## src/rtl/sound_ch3_wave_sequencer.sv

```systemverilog
// Wave channel playback controller: frequency timer, 32-step sample pointer,
// length counter and shared wave RAM fetch with CPU priority.
module sound_ch3_wave_sequencer #(
    parameter int FREQ_W = 11,
    parameter int LEN_W  = 9
) (
    input  logic              I_CLK,
    input  logic              I_RESET_L,
    input  logic              I_TICK_WAVE,
    input  logic              I_TICK_LEN,
    input  logic              I_DAC_EN,
    input  logic [FREQ_W-1:0] I_FREQ,
    input  logic              I_LEN_LOAD,
    input  logic [7:0]        I_LEN_VAL,
    input  logic              I_LEN_EN,
    input  logic              I_TRIGGER,
    input  logic              I_CPU_WAVE_ACC,
    output logic              O_RAM_RD_REQ,
    output logic [3:0]        O_RAM_RD_ADDR,
    input  logic [7:0]        I_RAM_RD_DATA,
    output logic [3:0]        O_SAMPLE,
    output logic              O_SAMPLE_VALID,
    output logic [4:0]        O_PTR,
    output logic              O_CH_ON
);

    localparam int TMR_W = FREQ_W + 1;
    localparam logic [LEN_W-1:0] LEN_FULL = LEN_W'(256);

    typedef enum logic [1:0] {IDLE, FETCH, WAIT, RUN} state_t;

    state_t           state;
    logic [TMR_W-1:0] timer;
    logic [4:0]       ptr;
    logic [LEN_W-1:0] len_cnt;
    logic [3:0]       sample_q;
    logic [3:0]       addr_q;
    logic             ch_on;

    logic             grant;
    logic             expire;
    logic             len_tick;
    logic             len_expire;
    logic [LEN_W-1:0] len_next;
    logic [TMR_W-1:0] reload;
    logic [4:0]       ptr_inc;
    logic [3:0]       nibble;

    always_comb begin
        reload     = TMR_W'(1 << FREQ_W) - TMR_W'(I_FREQ);
        grant      = O_RAM_RD_REQ & ~I_CPU_WAVE_ACC;
        expire     = I_TICK_WAVE & (timer == TMR_W'(1));
        ptr_inc    = ptr + 5'd1;
        // A length load in the same cycle swallows the length tick.
        len_tick   = I_TICK_LEN & I_LEN_EN & (len_cnt != '0) & ~I_LEN_LOAD;
        len_expire = len_tick & (len_cnt == LEN_W'(1));
        if (I_LEN_LOAD)
            len_next = LEN_FULL - LEN_W'(I_LEN_VAL);
        else if (len_tick)
            len_next = len_cnt - LEN_W'(1);
        else
            len_next = len_cnt;
        nibble     = ptr[0] ? I_RAM_RD_DATA[3:0] : I_RAM_RD_DATA[7:4];
    end

    // RAM data arrives the cycle after the grant, so the WAIT-cycle sample is
    // taken straight from the read port and held in sample_q afterwards.
    assign O_RAM_RD_REQ   = (state == FETCH);
    assign O_RAM_RD_ADDR  = addr_q;
    assign O_SAMPLE_VALID = (state == WAIT);
    assign O_SAMPLE       = (state == WAIT) ? nibble : sample_q;
    assign O_PTR          = ptr;
    assign O_CH_ON        = ch_on;

    always_ff @(posedge I_CLK or negedge I_RESET_L) begin
        if (!I_RESET_L) begin
            state    <= IDLE;
            timer    <= '0;
            ptr      <= '0;
            len_cnt  <= '0;
            sample_q <= '0;
            addr_q   <= '0;
            ch_on    <= 1'b0;
        end else begin
            len_cnt <= len_next;
            if (!I_DAC_EN) begin
                state    <= IDLE;
                ch_on    <= 1'b0;
                sample_q <= '0;
            end else if (I_TRIGGER) begin
                state  <= FETCH;
                ch_on  <= 1'b1;
                ptr    <= '0;
                addr_q <= '0;
                timer  <= reload;
                if (len_next == '0)
                    len_cnt <= LEN_FULL;
            end else if (len_expire) begin
                state    <= IDLE;
                ch_on    <= 1'b0;
                sample_q <= '0;
            end else if (state != IDLE) begin
                if (state == WAIT)
                    sample_q <= nibble;
                if (I_TICK_WAVE) begin
                    if (expire) begin
                        timer  <= reload;
                        ptr    <= ptr_inc;
                        addr_q <= ptr_inc[4:1];
                    end else begin
                        timer <= timer - TMR_W'(1);
                    end
                end
                // Expiry always restarts the fetch, dropping any grant in flight.
                if (expire) begin
                    state <= FETCH;
                end else begin
                    case (state)
                        FETCH:   if (grant) state <= WAIT;
                        WAIT:    state <= RUN;
                        default: ;
                    endcase
                end
            end
        end
    end

endmodule

```

## config.mk

```make
export PLATFORM = sky130hd
export DESIGN_NAME = sound_ch3_wave_sequencer
export DESIGN_NICKNAME = d
export VERILOG_FILES = /design/src/rtl/sound_ch3_wave_sequencer.sv
export SDC_FILE = /design/constraint.sdc
export NUM_CORES = 1
export LEC_CHECK = 0
export BUFFER_PORTS_ARGS = -buffer_cell sky130_fd_sc_hd__buf_2
export CELL_PAD_IN_SITES_DETAIL_PLACEMENT = 0
export CELL_PAD_IN_SITES_GLOBAL_PLACEMENT = 1
export CORE_MARGIN = 5
export CORE_UTILIZATION = 39
export CTS_BUF_LIST = sky130_fd_sc_hd__clkbuf_8
export DETAILED_ROUTE_END_ITERATION = 8
export MAX_ROUTING_LAYER = met4
export PLACE_DENSITY_LB_ADDON = 0.1
export SYNTH_ARGS = -nofsm -noshare
export SYNTH_HDL_FRONTEND = slang
export SYNTH_SLANG_ARGS = --single-unit
```

## constraint.sdc

```tcl
create_clock -name I_CLK -period 2 [get_ports I_CLK]
set_clock_uncertainty 0.1 [all_clocks]
set_input_delay 0.4 -clock I_CLK [delete_from_list [all_inputs] [get_ports I_CLK]]
set_output_delay 0.4 -clock I_CLK [all_outputs]
set_load 0.01 [all_outputs]
```

==> reports/qor.yml <==
status: "finished with violations"
violations: "setup timing"
dp_cells: 474
synth_cell_types: 57
grt_setup_unrepaired: "true"
ys_warn_count: 0
nNetsFinal: 451
cp-end-kind: "flop"
crit_path_top_delay_cell: "dfrtp_1"
wl_met1_um: 3191
path_buf_inv: 1
period_share: 1.013
syn_nets: 362
clock_latency_ns: 0.28
routed.top_layer: "met4"
final_cell_area_um2: 3466
period_minus_slack_ns: 2.026
tightest_slew_ns: 0.4319
slowest_delay_ns: 0.45
drt_iter0_markers: 149
cp.arrival_ns: 2.11
num_rows: 30
grt_usage: 0.1648
cts_made_buffers: 5
start_util: 0.3957
power_frac_comb: 0.355
place_ws_ns: -0.08409
gr-total-overflow: 0
worst-path-max-fanout: 5
first_pass_iters: 5
core_area_um2: 6719
multi_input_area_um2: 1769
layout_common_cells: "buf_2, buf_4, dfrtp_1, nand2_1, nor2_1"
max_cap_violations: 0
worstSetupPathType: "reg -> reg"
dr_wl_met2_um: 3304
met3_length_um: 223
pwr-share-clk: 0.244
min_path_type: "in -> async"
htree_num_levels: 2
grt_pass1_vias: 2420
clock-sinks: 33
seq_area_frac_synth: 0.3106
max-slew-margin-rel: 0.7121
wire_per_inst_um: 14.04
critical-path-top-delay-family: "compound AO/OA/AOI/OAI gates"
yosys.area.top_type: "dfrtp_1"
synth.avg_cell_area_um2: 8.441
grt_pass1_wl_um: 11180
portBuffers: 51
synth_top_area_share: 0.3106
dpl.hpwl_um: 5217
cts_tree: "built"
power.leakage_nw: 1.564
p_per_area_nw_per_um2: 619.8
syn_inst: 315
synth.ff_latch_count: 33
clkTransAtPathRegs_ns: 0.07
n_antenna_cell: 0
clockBufferDepth: 2
viasPerCell: 5.360
p_seq_frac: 0.400
die_width_um: 92.57
area_growth_pct: 30.35
num_vias: 2594
layout_commonest_cell: "buf_2"
synth_edf_count: 0
setup_viol: 1
drv_slew: 0
fillCellCount: 654
worstPathCellList: "nor4_4 -> buf_4 -> and4_1 -> or2_4 -> a221oi_2 -> o2111ai_1 -> o41ai_2"
synth_ff_type: "dfrtp_1"
grt_antenna_before_repair: 0
drc: 0
gp_congestion: 0.8406
synthArstFlopShare: 1.000
final_cells: 484
ios: 52
clockRootBuffer: "clkbuf_8"
grt_max_degree: 34
cp.required_ns: 2.09
setup_slack_ns: -0.02583
synth_area_um2: 2659
start_kind: "flop"
netSwitchingPower_mw: 0.7462
r2r_setup_slack_ns: -0.03
hold_violations: 0
max_freq_mhz: 493.6
p_sw_frac: 0.3474
tns_ns: -0.02583
seqCellArea_um2: 825.8
placed_area_um2: 3278
die_h_um: 92.57
drive_gt1_frac: 0.3391
ir_worst_vdd_mv: 0.2519
fin_util: 0.5158
antenna_left: 0
die-area_um2: 8568
routed_wl_um: 6794
synth.area.top_cells: "dfrtp_1, ha_1, o21ai_0, xnor2_1, nand2_1"
p_int_mw: 1.402
## registers in the layout (all words and copies together), names as in the netlist
register  count
timer        12
len_cnt       9
O_PTR         5
sample_q      4
state         2
O_CH_ON       1
## worst reg2reg max path: cells and delay by family (launching register included)
kind                   cells  cell delay, ns
and+or+nand+nor            3            0.49
DFF                        1            0.45
AOI/OAI and AO/OA          3            0.73
buffers and inverters      1            0.16
## final cells by class
class / count / share of cell area
clock buffer: 6 / 0.02383
inverter: 15 / 0.01625
sequential: 33 / 0.2383
multi-input combinational: 251 / 0.5105
timing repair buffer: 98 / 0.1801
clock inverter: 1 / 0.002166
tap: 80 / 0.02888
## power by group through the flow
stage / Clock (mW) / Sequential, mW / Combinational, mW
floorplan: 0 / 0.865 / 0.420
global placement: 0 / 0.868 / 0.735
detailed placement: 0 / 0.870 / 0.736
CTS: 0.547 / 0.858 / 0.751
global route: 0.570 / 0.874 / 0.851
finish: 0.525 / 0.860 / 0.764
## through the flow
step                hold slack (ns)  total power, mW
CTS                         0.04957            2.156
finish                      0.03088            2.148
global route                0.07778            2.295
detailed placement           0.3650            1.607
global placement             0.3662            1.602
floorplan                  0.004409            1.285
## Yosys cell counts (4+ instances only)
cell type,number
inv_1,15
xnor2_1,14
mux2i_1,5
nor2_1,26
o31ai_1,5
nor4_1,8
ha_1,11
a22o_1,9
nand2b_1,4
xor2_1,5
a211oi_1,4
a22oi_1,5
nor2b_1,6
buf_4,4
nor3_1,11
nand2_1,31
o21ai_0,25
nand3_1,15
a21oi_1,17
dfrtp_1,33
o22ai_1,4
clkbuf_1,9
## path summary, 6_finish.rpt
path / startpoint / to / cells after the start
max: len_cnt[7] / len_cnt[8] / 7
min: I_RESET_L / O_PTR[1] / 2
max reg2reg: len_cnt[7] / len_cnt[8] / 7
min reg2reg: timer[11] / timer[11] / 1
max in group asynchronous: I_RESET_L / len_cnt[4] / 2
min in group I_CLK: I_FREQ[0] / timer[0] / 3
## routing by layer
metal | up-vias | track usage
met5 | - | -
met4 | 0 | 0.03960
met3 | 7 | 0.02924
met2 | 42 | 0.2779
met1 | 1221 | 0.2055
li1 | 1324 | -
## cell families after synthesis
logic type / Yosys count / share of synthesized area
fa+ha+maj: 11 / 0.05176
flops: 33 / 0.3106
buf+inv: 31 / 0.05082
simple gates: 129 / 0.2833
mux: 7 / 0.02729
compound gates: 85 / 0.2137
xor+xnor: 19 / 0.06259
## timing repair
action	in CTS	in global routing
hold buffers	0	0
endpoints found under the setup margin	19	20
pin swaps	3	3
cloned	0	0
resized for setup	8	10
setup buffers	1	2
No activity file was read; power rests on OpenSTA's default activity.
